===== src/rtl/cpu_pkg.sv =====
// cpu_pkg: shared CPU front-end types and constants.
package cpu_pkg;

    // Fetch unit control states
    typedef enum logic [1:0] {
        StIdle,
        StReq,
        StWait,
        StHold
    } fetch_state_e;

    // PC reported on id_pc after reset
    localparam logic [31:0] RESET_PC_DEFAULT = 32'h0040_0000;

    // Instruction fetches must be word aligned
    function automatic logic is_misaligned(input logic [1:0] pc_lsb);
        return pc_lsb != 2'b00;
    endfunction

endpackage


===== src/rtl/inst_fetch.sv =====
// inst_fetch: instruction fetch stage with a single outstanding memory request,
// a one-entry output register towards decode and redirect (flush) handling.
// Optional macro INST_FETCH_ALIGN_CHECK_EN blocks fetches from misaligned PCs and
// raises a sticky fault; without it fault is tied low.
module inst_fetch
    import cpu_pkg::*;
#(
    parameter int unsigned       ADDR_W   = 32,
    parameter logic [ADDR_W-1:0] RESET_PC = ADDR_W'(RESET_PC_DEFAULT)
) (
    input  logic              clk,
    input  logic              rst,
    input  logic [ADDR_W-1:0] pc_in,
    output logic              pc_ena,
    input  logic              redirect,
    output logic              imem_req,
    output logic [ADDR_W-1:0] imem_addr,
    input  logic              imem_gnt,
    input  logic              imem_rvalid,
    input  logic [ADDR_W-1:0] imem_rdata,
    output logic              id_valid,
    input  logic              id_ready,
    output logic [ADDR_W-1:0] id_inst,
    output logic [ADDR_W-1:0] id_pc,
    output logic              fault
);

    fetch_state_e      state_q, state_d;
    logic              drop_q, drop_d;
    logic [ADDR_W-1:0] tag_q, tag_d;
    logic              id_valid_q, id_valid_d;
    logic [ADDR_W-1:0] id_inst_q, id_inst_d;
    logic [ADDR_W-1:0] id_pc_q, id_pc_d;
    logic              pc_ena_q, pc_ena_d;
    logic              fault_q, fault_d;
    logic              misaligned;

`ifdef INST_FETCH_ALIGN_CHECK_EN
    assign misaligned = is_misaligned(pc_in[1:0]);
`else
    assign misaligned = 1'b0;
`endif

    // A redirect cycle carries a stale pc_in, so no request is offered then
    assign imem_req  = (state_q == StReq) && !redirect && !misaligned;
    assign imem_addr = pc_in;

    assign pc_ena   = pc_ena_q;
    assign id_valid = id_valid_q;
    assign id_inst  = id_inst_q;
    assign id_pc    = id_pc_q;
    assign fault    = fault_q;

    // Next-state and registered-output computation for the fetch FSM
    always_comb begin
        state_d    = state_q;
        drop_d     = drop_q;
        tag_d      = tag_q;
        id_valid_d = id_valid_q;
        id_inst_d  = id_inst_q;
        id_pc_d    = id_pc_q;
        pc_ena_d   = 1'b0;
        fault_d    = fault_q;

        unique case (state_q)
            StIdle: begin
                state_d = StReq;
            end
            StReq: begin
                if (misaligned && !redirect) begin
                    fault_d = 1'b1;
                end
                if (imem_req && imem_gnt) begin
                    tag_d   = pc_in;
                    state_d = StWait;
                end
            end
            StWait: begin
                if (redirect) begin
                    // A response in the same cycle is the one being discarded
                    if (imem_rvalid) begin
                        drop_d  = 1'b0;
                        state_d = StReq;
                    end else begin
                        drop_d = 1'b1;
                    end
                end else if (imem_rvalid) begin
                    if (drop_q) begin
                        drop_d  = 1'b0;
                        state_d = StReq;
                    end else begin
                        id_inst_d  = imem_rdata;
                        id_pc_d    = tag_q;
                        id_valid_d = 1'b1;
                        pc_ena_d   = 1'b1;
                        state_d    = StHold;
                    end
                end
            end
            StHold: begin
                if (redirect || id_ready) begin
                    id_valid_d = 1'b0;
                    state_d    = StReq;
                end
            end
            default: begin
                state_d = StIdle;
            end
        endcase
    end

    // State register with synchronous reset
    always_ff @(posedge clk) begin
        if (rst) begin
            state_q    <= StIdle;
            drop_q     <= 1'b0;
            tag_q      <= RESET_PC;
            id_valid_q <= 1'b0;
            id_inst_q  <= '0;
            id_pc_q    <= RESET_PC;
            pc_ena_q   <= 1'b0;
            fault_q    <= 1'b0;
        end else begin
            state_q    <= state_d;
            drop_q     <= drop_d;
            tag_q      <= tag_d;
            id_valid_q <= id_valid_d;
            id_inst_q  <= id_inst_d;
            id_pc_q    <= id_pc_d;
            pc_ena_q   <= pc_ena_d;
            fault_q    <= fault_d;
        end
    end

endmodule


===== config.mk =====
export PLATFORM = sky130hd
export DESIGN_NAME = inst_fetch
export DESIGN_NICKNAME = d
export VERILOG_FILES = /design/src/rtl/cpu_pkg.sv /design/src/rtl/inst_fetch.sv
export SDC_FILE = /design/constraint.sdc
export NUM_CORES = 1
export LEC_CHECK = 0
export BUFFER_PORTS_ARGS = -buffer_cell sky130_fd_sc_hd__clkbuf_2
export CORE_MARGIN = 10
export CORE_UTILIZATION = 45
export CTS_BUF_LIST = sky130_fd_sc_hd__clkbuf_8
export CTS_CLUSTER_SIZE = 30
export DETAILED_ROUTE_END_ITERATION = 7
export HOLD_SLACK_MARGIN = 0.15
export PLACE_DENSITY = 0.77
export REMOVE_ABC_BUFFERS = 1
export SLEW_MARGIN = 20
export SYNTH_ARGS = -nofsm -noshare
export SYNTH_HDL_FRONTEND = slang
export SYNTH_SLANG_ARGS = --single-unit

===== constraint.sdc =====
create_clock -name clk -period 1.8 [get_ports clk]
set_input_delay 0.09 -clock clk [delete_from_list [all_inputs] [get_ports clk]]
set_output_delay 0.09 -clock clk [all_outputs]
set_load 0.03 [all_outputs]

==> summary.md, run 1 <==
| Metric | Value |
|---|---|
| Drt total wl | 11.40 mm |
| CTS tree | yes |
| Clock sink total | 101 |
| CP startpoint kind | register |
| Max VDD drop | 0.4948 mV |
| Die H | 112.6 um |
| Root Buffer | clkbuf_8 |
| Final hold violations | 0 |
| RSZ-0062 raised after global routing | false |
| Fillers | 671 |
| Dpl ws | 0.1337 ns |
| Layout cell share with drive strength beyond 1 | 0.2952 |
| Crit Path Category | register to register |
| Drt drc | 0 |
| Pwr Total | 4.626 mW |
| Hold crit path type | input pin to register |
| Crit. End Element | register |
| Core area | 8299 um^2 |
| Total track usage | 0.1737 |
| Overflow after GRT | 0 |
| Clock skew | 0.01614 ns |
| Crit path max fanout | 7 |
| Port bufs | 168 |
| P per Cell Area | 850.2 nW/um^2 |
| CTS clk-pin slew, worst paths | 0.10 ns |
| Syn Inst Count | 485 |
| Post-detail-place hpwl | 7.449 mm |
| Ant diodes | 0 |
| Synth Warn # | 0 |
| First-pass GRT wire length | 18.53 mm |
| Static Leak | 2.311 nW |
| Top FF cell, synth | dfxtp_1 |
| Total Die Area | 12680 um^2 |
| CP Data Required Time | 2.05 ns |
| Post-synthesis sequential area ratio | 0.5242 |
| Final WS setup | 0.1575 ns |
| Max Cap Viol | 0 |
| IO Pins | 170 |
| Final period util | 0.9125 |
| Tmin final | 1.642 ns |
| Initial DRT Pass Iterations | 4 |
| RD Place Congestion | 0.8085 |
| Most common cell in the netlist | nand2_1 |
| Area Overhead vs Synth | 41.06% |
| Commonest cells post-synth | nand2_1, dfxtp_1, a21oi_1 |
| Final Slew Violations | 0 |
| Status | completed |
| Area leader, netlist | dfxtp_1 |
| Die width | 112.6 um |
| Via Count | 3783 |
| Nets | 750 |
| Distinct cells, synth | 26 |
| Yosys top cell area share | 0.5242 |
| Vias/cell | 4.813 |
| Avg Inst Size Synth | 7.954 um^2 |
| Largest net degree at the start of global routing | 45 |
| Critical Path AT | 1.89 ns |
| Fin Hold WS | 0.2094 ns |
| Initial Util | 0.4648 |
| Area contributors post-synth | dfxtp_1, nand2_1, a21oi_1 |
| Flip-flop and latch count after synthesis | 101 |
| Post-synth EDFFs | 0 |
| Final ANT Viol Nets | 0 |
| Cell Area, Synth | 3857 um^2 |
| Endpoints failing setup | 0 |
| DRT iter0 DRCs | 247 |
| Wire per inst | 14.50 um |
| Antenna violations before repair | 0 |
| Num rows | 33 |
| Vias in the first global route | 3816 |
| CTS H-tree depth | 3 |
| Async SR Flop Fraction | 0 |
| Cts bufs inserted | 9 |
| CTS Buffer Depth | 2 |
| Clock Latency Late Sink | 0.36 ns |
| Achievable Freq | 608.8 MHz |
power breakdown:
group,leakage (nW),switching (mW),internal [mW]
Combinational,1.40,0.491,0.362
Sequential,0.815,0.0574,2.33
Clock,0.0958,0.819,0.568
Total,2.31,1.37,3.26
state kept, by name, indices dropped and copies added (netlist names):
signal and flops:
state_q 2, tag_q 32, pc_ena 1, id_pc 32
id_inst 32, id_valid 1, drop_q 1
layer usage:
| layer | up-vias | global-route usage | part of all wire |
|---|---|---|---|
| met2 | 145 | 0.3026 | 0.51 |
| met3 | 8 | 0.06230 | 0.092 |
| li1 | 1903 | - | - |
| met4 | 0 | 0.05245 | 0.0081 |
| met1 | 1727 | 0.1931 | 0.39 |
| met5 | - | 0 | 0 |
cell families after synthesis:
group	after synthesis	synth area share
mux	2	0.006486
buf+inv	69	0.1054
compound gates	100	0.1343
fa+ha+maj	4	0.01297
other cells	1	0.0009721
flops	101	0.5242
simple gates	208	0.2157
final cells by class:
class | instances | area, um^2 | area share
well taps | 105 | 131.4 | 0.02414
inverters | 4 | 15.01 | 0.002759
flip-flops and latches | 101 | 2022 | 0.3716
multi-input cells | 315 | 1453 | 0.2670
clock buffers | 10 | 137.6 | 0.02529
repair buffers | 245 | 1629 | 0.2994
clock inverters | 6 | 53.80 | 0.009887
repair_timing:
action,4_1_cts,5_1_grt
endpoints found under the setup margin,0,5
resized for setup,0,2
hold endpoints to repair,75,0
hold buffers,68,0
buffers inserted,0,0
layout by cell type (no fill, tap or decap):
cell	instances
clkinvlp_4	1
dlygate4sd3_1	68
buf_4	7
clkbuf_2	167
a22o_1	1
a221o_2	1
clkinv_4	1
nor2_1	5
o21ai_0	1
and3b_1	1
mux2_4	1
nand2_1	194
dfxtp_1	101
mux2i_1	1
inv_6	3
ha_2	1
nor2b_1	1
nand3b_4	1
a21oi_1	95
conb_1	1
inv_1	4
buf_12	3
ha_1	3
nand4bb_4	1
clkbuf_8	10
inv_8	1
nor3b_1	1
and2b_2	1
nand3_1	2
and4bb_2	1
a211oi_2	1
o311a_1	1
path summary, 6_finish.rpt:
| path | startpoint | to | slack [ns] | cells after the start |
|---|---|---|---|---|
| max | state_q[0]$_SDFFE_PP0P_ | drop_q$_SDFFE_PP0P_ | 0.16 | 5 |
| min reg2reg | tag_q[17]$_SDFFE_PP0P_ | id_pc[17]$_SDFFE_PP0P_ | 0.43 | 2 |
| min | redirect | pc_ena$_SDFF_PP0_ | 0.21 | 3 |
| max reg2reg | state_q[0]$_SDFFE_PP0P_ | drop_q$_SDFFE_PP0P_ | 0.16 | 5 |
per-stage QoR:
stage	TNS, ns	std cells	utilization	cell area (um^2)
2_1_floorplan	-49.19	420	-	3466
3_3_place_gp	0	702	0.5497	4562
3_5_place_dp	0	702	0.5497	4562
4_1_cts	0	786	0.6548	5434
5_1_grt	0	786	0.6557	5441
6_report	0	786	0.6557	5441
critical path, cell delays in order (launching register included):
cell and delay [ns]:
dfxtp_1 0.40, inv_1 0.08, ha_2 0.24, a21oi_1 0.18
a211oi_2 0.05, dlygate4sd3_1 0.58
(Power assumes the default switching activity.)
==> run 2, diff against run 1 <==
--- a/config.mk
+++ b/config.mk
@@ -5,7 +5,7 @@
 export SDC_FILE = /design/constraint.sdc
 export NUM_CORES = 1
 export LEC_CHECK = 0
-export BUFFER_PORTS_ARGS = -buffer_cell sky130_fd_sc_hd__clkbuf_2
+export BUFFER_PORTS_ARGS = -buffer_cell sky130_fd_sc_hd__buf_2
 export CORE_MARGIN = 10
 export CORE_UTILIZATION = 45
 export CTS_BUF_LIST = sky130_fd_sc_hd__clkbuf_8
@@ -13,6 +13,7 @@
 export DETAILED_ROUTE_END_ITERATION = 7
 export HOLD_SLACK_MARGIN = 0.15
 export PLACE_DENSITY = 0.77
+export RECOVER_POWER = 100
 export REMOVE_ABC_BUFFERS = 1
 export SLEW_MARGIN = 20
 export SYNTH_ARGS = -nofsm -noshare
==> summary.md, run 2 (synthesis gave the netlist of run 1 again) <==
| Metric | Value |
|---|---|
| Status | completed (unchanged) |
| Wire per inst | 14.72 um (was 14.50 um) |
| DRT iter0 DRCs | 192 (was 247) |
| Clock Latency Late Sink | 0.35 ns (was 0.36 ns) |
| Core area | 8299 um^2 (unchanged) |
| Crit. End Element | register (unchanged) |
| Drt total wl | 11.57 mm (was 11.40 mm) |
| Port bufs | 168 (unchanged) |
| CTS clk-pin slew, worst paths | 0.09 ns (was 0.10 ns) |
| Slew @ Worst Pin | 0.5036 ns |
| Slowest-stage cell, CP | dfxtp_1 (was dlygate4sd3_1) |
| Total Die Area | 12680 um^2 (unchanged) |
| Reg-to-reg endpoint | state_q[0]$_SDFFE_PP0P_ (was drop_q$_SDFFE_PP0P_) |
| Via Count | 3806 (was 3783) |
| P per Cell Area | 888.1 nW/um^2 (was 850.2 nW/um^2) |
| CTS tree | yes (unchanged) |
| CP Data Required Time | 2.04 ns (was 2.05 ns) |
| Nets | 750 (unchanged) |
| Ant diodes | 0 (unchanged) |
| Reg area | 2022 um^2 (unchanged) |
| Num rows | 33 (unchanged) |
| Worst reg2reg path depth | 5 (unchanged) |
| First-pass GRT wire length | 18.40 mm (was 18.53 mm) |
| Clock skew | 0.01574 ns (was 0.01614 ns) |
| Max incr delay on CP | 0.40 ns (was 0.58 ns) |
| Initial DRT Pass Iterations | 5 (was 4) |
| Final Slew Violations | 0 (unchanged) |
| Post-detail-place hpwl | 7.410 mm (was 7.449 mm) |
| RSZ-0062 raised after global routing | false (unchanged) |
| Die width | 112.6 um (unchanged) |
| Antenna violations before repair | 0 (unchanged) |
| Max Cap Viol | 0 (unchanged) |
| Relative slew margins | 0.6643 |
| Non-filler cells, final | 786 (unchanged) |
| Clock sink total | 101 (unchanged) |
| CTS H-tree depth | 3 (unchanged) |
| RD Place Congestion | 0.7839 (was 0.8085) |
| Hold crit path type | input pin to register (unchanged) |
| Setup_tns | 0 ns (unchanged) |
| WHS Path Cells | 3 (unchanged) |
| Critical path cell sequence | inv_1, ha_2, nor2b_1, a221o_2, mux2_1 (was inv_1, ha_2, a21oi_1, a211oi_2, dlygate4sd3_1) |
| Hold_sp | redirect (unchanged) |
| Achievable Freq | 612.3 MHz (was 608.8 MHz) |
| Multi-input gate area | 1435 um^2 (was 1453 um^2) |
| R2R Path Start | state_q[0]$_SDFFE_PP0P_ (unchanged) |
| Final ANT Viol Nets | 0 (unchanged) |
| Tmin final | 1.633 ns (was 1.642 ns) |
| Overflow after GRT | 0 (unchanged) |
| Dpl ws | 0.1290 ns (was 0.1337 ns) |
| Initial Util | 0.4648 (unchanged) |
| Most frequent cells in the layout | nand2_1, dfxtp_1, clkbuf_1 (was nand2_1, clkbuf_2, dfxtp_1) |
| Layout cell share with drive strength beyond 1 | 0.1439 (was 0.2952) |
| Area Overhead vs Synth | 38.31% (was 41.06%) |
| Vias/cell | 4.842 (was 4.813) |
| Crit Path Category | register to register (unchanged) |
| Final WS setup | 0.1668 ns (was 0.1575 ns) |
| Vias in the first global route | 3875 (was 3816) |
| Critical Path AT | 1.87 ns (was 1.89 ns) |
| CP startpoint kind | register (unchanged) |
| Cts bufs inserted | 9 (unchanged) |
| Largest net degree at the start of global routing | 51 (was 45) |
| Max VDD drop | 0.5310 mV (was 0.4948 mV) |
| Reg2reg setup slack | 0.17 ns (was 0.16 ns) |
| IO Pins | 170 (unchanged) |
| Total track usage | 0.1715 (was 0.1737) |
| Die H | 112.6 um (unchanged) |
| CTS Buffer Depth | 2 (unchanged) |
| Pwr Total | 4.738 mW (was 4.626 mW) |
| Crit path max fanout | 7 (unchanged) |
| Static Leak | 1.974 nW (was 2.311 nW) |
| WHS Endpoint | pc_ena$_SDFF_PP0_ (unchanged) |
| Root Buffer | clkbuf_8 (unchanged) |
| Most common cell after layout, fill and taps aside | nand2_1 (unchanged) |
| Endpoints failing setup | 0 (unchanged) |
| Final hold violations | 0 (unchanged) |
| Drt drc | 0 (unchanged) |
| Fillers | 740 (was 671) |
| Final period util | 0.9073 (was 0.9125) |
| Dpl cells | 702 (unchanged) |
[run 2: layout make-up]
cell class,instances,share of cell area
flip-flops and latches,101,0.3790
inverters,4,0.002814
clock buffers,9,0.02322
multi-input cells,315,0.2690
repair buffers,245,0.2840
clock inverters,7,0.01735
well taps,105,0.02462
[run 2: power by group]
group          leakage [nW]  total, mW  internal, mW  switching [mW]
logic                  1.05      0.826         0.339           0.486
clock network         0.112       1.53         0.779           0.748
registers             0.815       2.39          2.33          0.0577
total                  1.97       4.74          3.45            1.29
[run 2: critical path: cells and delay by family, from the launching register on]
family          cells  cell delay [ns]
simple gates        1             0.15
flops               1             0.40
buf+inv             1             0.08
mux                 1             0.32
fa+ha+maj           1             0.24
compound gates      1             0.33
[run 2: repair_timing]
item	4_1_cts	5_1_grt
resized for setup	0	1
endpoints found under the hold margin	69	0
hold buffers	68	0
buffers inserted	0	0
endpoints found under the setup margin	0	1
[run 2: worst max-delay path by stage]
stage	start	endpoint	cells past startpoint
floorplan	state_q[0]$_SDFFE_PP0P_	id_valid$_SDFFE_PP0P_	5
global placement	state_q[0]$_SDFFE_PP0P_	state_q[0]$_SDFFE_PP0P_	5
detailed placement	state_q[0]$_SDFFE_PP0P_	state_q[0]$_SDFFE_PP0P_	5
CTS	state_q[0]$_SDFFE_PP0P_	state_q[0]$_SDFFE_PP0P_	5
global route	state_q[0]$_SDFFE_PP0P_	id_inst[14]$_SDFFE_PP0P_	6
finish	state_q[0]$_SDFFE_PP0P_	state_q[0]$_SDFFE_PP0P_	5
[run 2: per-stage QoR]
| step | utilization | hold WS [ns] | area, um^2 |
|---|---|---|---|
| finish | 0.6428 | 0.2117 | 5335 |
| global route | 0.6428 | 0.2072 | 5335 |
| CTS | 0.6590 | 0.1909 | 5469 |
| detailed placement | 0.5509 | 0.3292 | 4572 |
| global placement | 0.5509 | 0.3225 | 4572 |
| floorplan | - | 0.1591 | 3466 |
[run 2: layer usage]
metal | wire (um) | vias to the layer above | GRT usage
li1 | - | 1892 | -
met1 | 4634 | 1759 | 0.1816
met2 | 5802 | 138 | 0.2995
met3 | 953 | 17 | 0.06550
met4 | 178 | 0 | 0.06768
met5 | 0 | - | 0
==> run 3, diff against run 2 <==
--- a/config.mk
+++ b/config.mk
@@ -8,14 +8,12 @@
 export BUFFER_PORTS_ARGS = -buffer_cell sky130_fd_sc_hd__buf_2
 export CORE_MARGIN = 10
 export CORE_UTILIZATION = 45
-export CTS_BUF_LIST = sky130_fd_sc_hd__clkbuf_8
 export CTS_CLUSTER_SIZE = 30
 export DETAILED_ROUTE_END_ITERATION = 7
 export HOLD_SLACK_MARGIN = 0.15
 export PLACE_DENSITY = 0.77
 export RECOVER_POWER = 100
 export REMOVE_ABC_BUFFERS = 1
-export SLEW_MARGIN = 20
 export SYNTH_ARGS = -nofsm -noshare
 export SYNTH_HDL_FRONTEND = slang
 export SYNTH_SLANG_ARGS = --single-unit
==> summary.md, run 3 (synthesis gave the netlist of run 1 again) <==
| Metric | Value |
|---|---|
| Gate power share | 0.174 (about the same) |
| Final hold violations | 0 (unchanged) |
| Max VDD drop | 0.5318 mV (was 0.5310 mV) |
| Status | completed (unchanged) |
| CP Data Required Time | 2.04 ns (about the same) |
| Drt drc | 0 (unchanged) |
| CTS clk-pin slew, worst paths | 0.09 ns (about the same) |
| Total track usage | 0.1715 (unchanged) |
| Root Buffer | clkbuf_8 (unchanged) |
| Vias/cell | 4.828 (was 4.842) |
| Wire per inst | 14.76 um (was 14.72 um) |
| RD Place Congestion | 0.7839 (unchanged) |
| Initial Util | 0.4648 (unchanged) |
| Tmin final | 1.634 ns (was 1.633 ns) |
| CTS Buffer Depth | 2 (unchanged) |
| Largest net degree at the start of global routing | 51 (unchanged) |
| Clock sink total | 101 (unchanged) |
| Crit. End Element | register (unchanged) |
| CP startpoint kind | register (unchanged) |
| Drt total wl | 11.60 mm (was 11.57 mm) |
| Switching pwr | 1.293 mW (was 1.292 mW) |
| Port bufs | 168 (unchanged) |
| Fillers | 740 (unchanged) |
| Via Count | 3795 (was 3806) |
| Max Cap Viol | 0 (unchanged) |
| Clk pwr share | 0.324 (was 0.322) |
| Clock skew | 0.01567 ns (was 0.01574 ns) |
| Most common cell after layout, fill and taps aside | nand2_1 (unchanged) |
| Fin Hold WS | 0.2123 ns (was 0.2117 ns) |
| Critical Path AT | 1.87 ns (about the same) |
| Static Leak | 1.965 nW (was 1.974 nW) |
| First-pass GRT wire length | 18.40 mm (unchanged) |
| Die H | 112.6 um (unchanged) |
| Nets | 750 (unchanged) |
| Endpoints failing setup | 0 (unchanged) |
| Final ANT Viol Nets | 0 (unchanged) |
| Crit Path Category | register to register (unchanged) |
| Final Slew Violations | 0 (unchanged) |
| IO Pins | 170 (unchanged) |
| DRT iter0 DRCs | 211 (was 192) |
| Total Die Area | 12680 um^2 (unchanged) |
| CTS H-tree depth | 3 (unchanged) |
| Area Overhead vs Synth | 38.31% (unchanged) |
| Slew @ Worst Pin | 0.5048 ns (was 0.5036 ns) |
| Seq pwr share | 0.502 (was 0.503) |
| Vias in the first global route | 3875 (unchanged) |
| Crit path max fanout | 7 (unchanged) |
| Ant diodes | 0 (unchanged) |
| Setup_tns | 0 ns (unchanged) |
| Achievable Freq | 612.2 MHz (was 612.3 MHz) |
| RSZ-0062 raised after global routing | false (unchanged) |
| Clock Latency Late Sink | 0.35 ns (about the same) |
| Num rows | 33 (unchanged) |
| P per Cell Area | 890.2 nW/um^2 (was 888.1 nW/um^2) |
| Dpl cells | 702 (unchanged) |
| Overflow after GRT | 0 (unchanged) |
| CTS tree | yes (unchanged) |
| Post-CTS setup buffers | 0 (unchanged) |
| Power Internal | 3.457 mW (was 3.445 mW) |
| Final period util | 0.9075 (was 0.9073) |
| Antenna violations before repair | 0 (unchanged) |
| Core area | 8299 um^2 (unchanged) |
| Net Sw Frac | 0.2722 (was 0.2728) |
| Die width | 112.6 um (unchanged) |
| Most frequent cells in the layout | nand2_1, clkbuf_1, dfxtp_1 (was nand2_1, dfxtp_1, clkbuf_1) |
| Relative slew margins | 0.6635 (was 0.6643) |
| Post-detail-place hpwl | 7.410 mm (unchanged) |
| Initial DRT Pass Iterations | 5 (unchanged) |
| Cts bufs inserted | 9 (unchanged) |
| Hold crit path type | input pin to register (unchanged) |
| Non-filler cells, final | 786 (unchanged) |
| Layout cell share with drive strength beyond 1 | 0.1439 (unchanged) |
## run 3: changes by cell type in the layout (fill, tap and decap cells not counted)
cell / delta
clkbuf_1: +2
inv_1: -2
## run 3: worst max-delay path: stages (launching register included)
cell and delay [ns]:
dfxtp_1 0.40, inv_1 0.08, ha_2 0.24, nor2b_1 0.15
a221o_2 0.33, mux2_1 0.32
## run 3: area by class of cell
| cell class | instances | area [um^2] | area share |
|---|---|---|---|
| Clock inverter | 5 | 85.08 | 0.01595 |
| Sequential cell | 101 | 2022 | 0.3790 |
| Timing Repair Buffer | 245 | 1515 | 0.2840 |
| Tap cell | 105 | 131.4 | 0.02462 |
| Inverter | 4 | 15.01 | 0.002814 |
| Multi-Input combinational cell | 315 | 1435 | 0.2690 |
| Clock buffer | 11 | 131.4 | 0.02462 |
## run 3: path summary, 6_finish.rpt
kind | startpoint | endpoint | slack (ns) | depth (start not counted)
setup / recovery | state_q[0]$_SDFFE_PP0P_ | state_q[0]$_SDFFE_PP0P_ | 0.17 | 5
hold / removal | redirect | pc_ena$_SDFF_PP0_ | 0.21 | 3
setup reg to reg | state_q[0]$_SDFFE_PP0P_ | state_q[0]$_SDFFE_PP0P_ | 0.17 | 5
hold reg to reg | tag_q[17]$_SDFFE_PP0P_ | id_pc[17]$_SDFFE_PP0P_ | 0.44 | 2
## run 3: through the flow
stage	util	power (mW)	setup WS [ns]	cell area (um^2)
detailed placement	0.5509	3.177	0.1290	4572
finish	0.6428	4.749	0.1664	5335
CTS	0.6590	4.831	0.1169	5469
global placement	0.5509	3.144	0.1884	4572
floorplan	-	2.771	-0.8575	3466
global route	0.6428	4.969	0.06937	5335
## run 3: per-layer routing
layer	wire length, um	part of all wire	global-route usage	vias to the layer above
li1	-	-	-	1892
met1	4691	0.40	0.1816	1749
met2	5785	0.50	0.2995	139
met3	949	0.082	0.06550	15
met4	173	0.015	0.06768	0
met5	0	0	0	-
## run 3: power groups by stage
stage                     registers [mW]  logic, mW  clock network (mW)
after floorplan                     2.46      0.308                   0
after global placement              2.43      0.716                   0
after detailed placement            2.44      0.742                   0
after CTS                           2.38      0.857                1.59
after global routing                2.40      0.903                1.67
final                               2.39      0.827                1.54
## run 3: what timing repair did
| item | 4_1_cts | 5_1_grt |
|---|---|---|
| hold endpoints to repair | 69 | 0 |
| gates resized for setup | 0 | 1 |
| hold buffers | 68 | 0 |
| endpoints found under the setup margin | 0 | 1 |
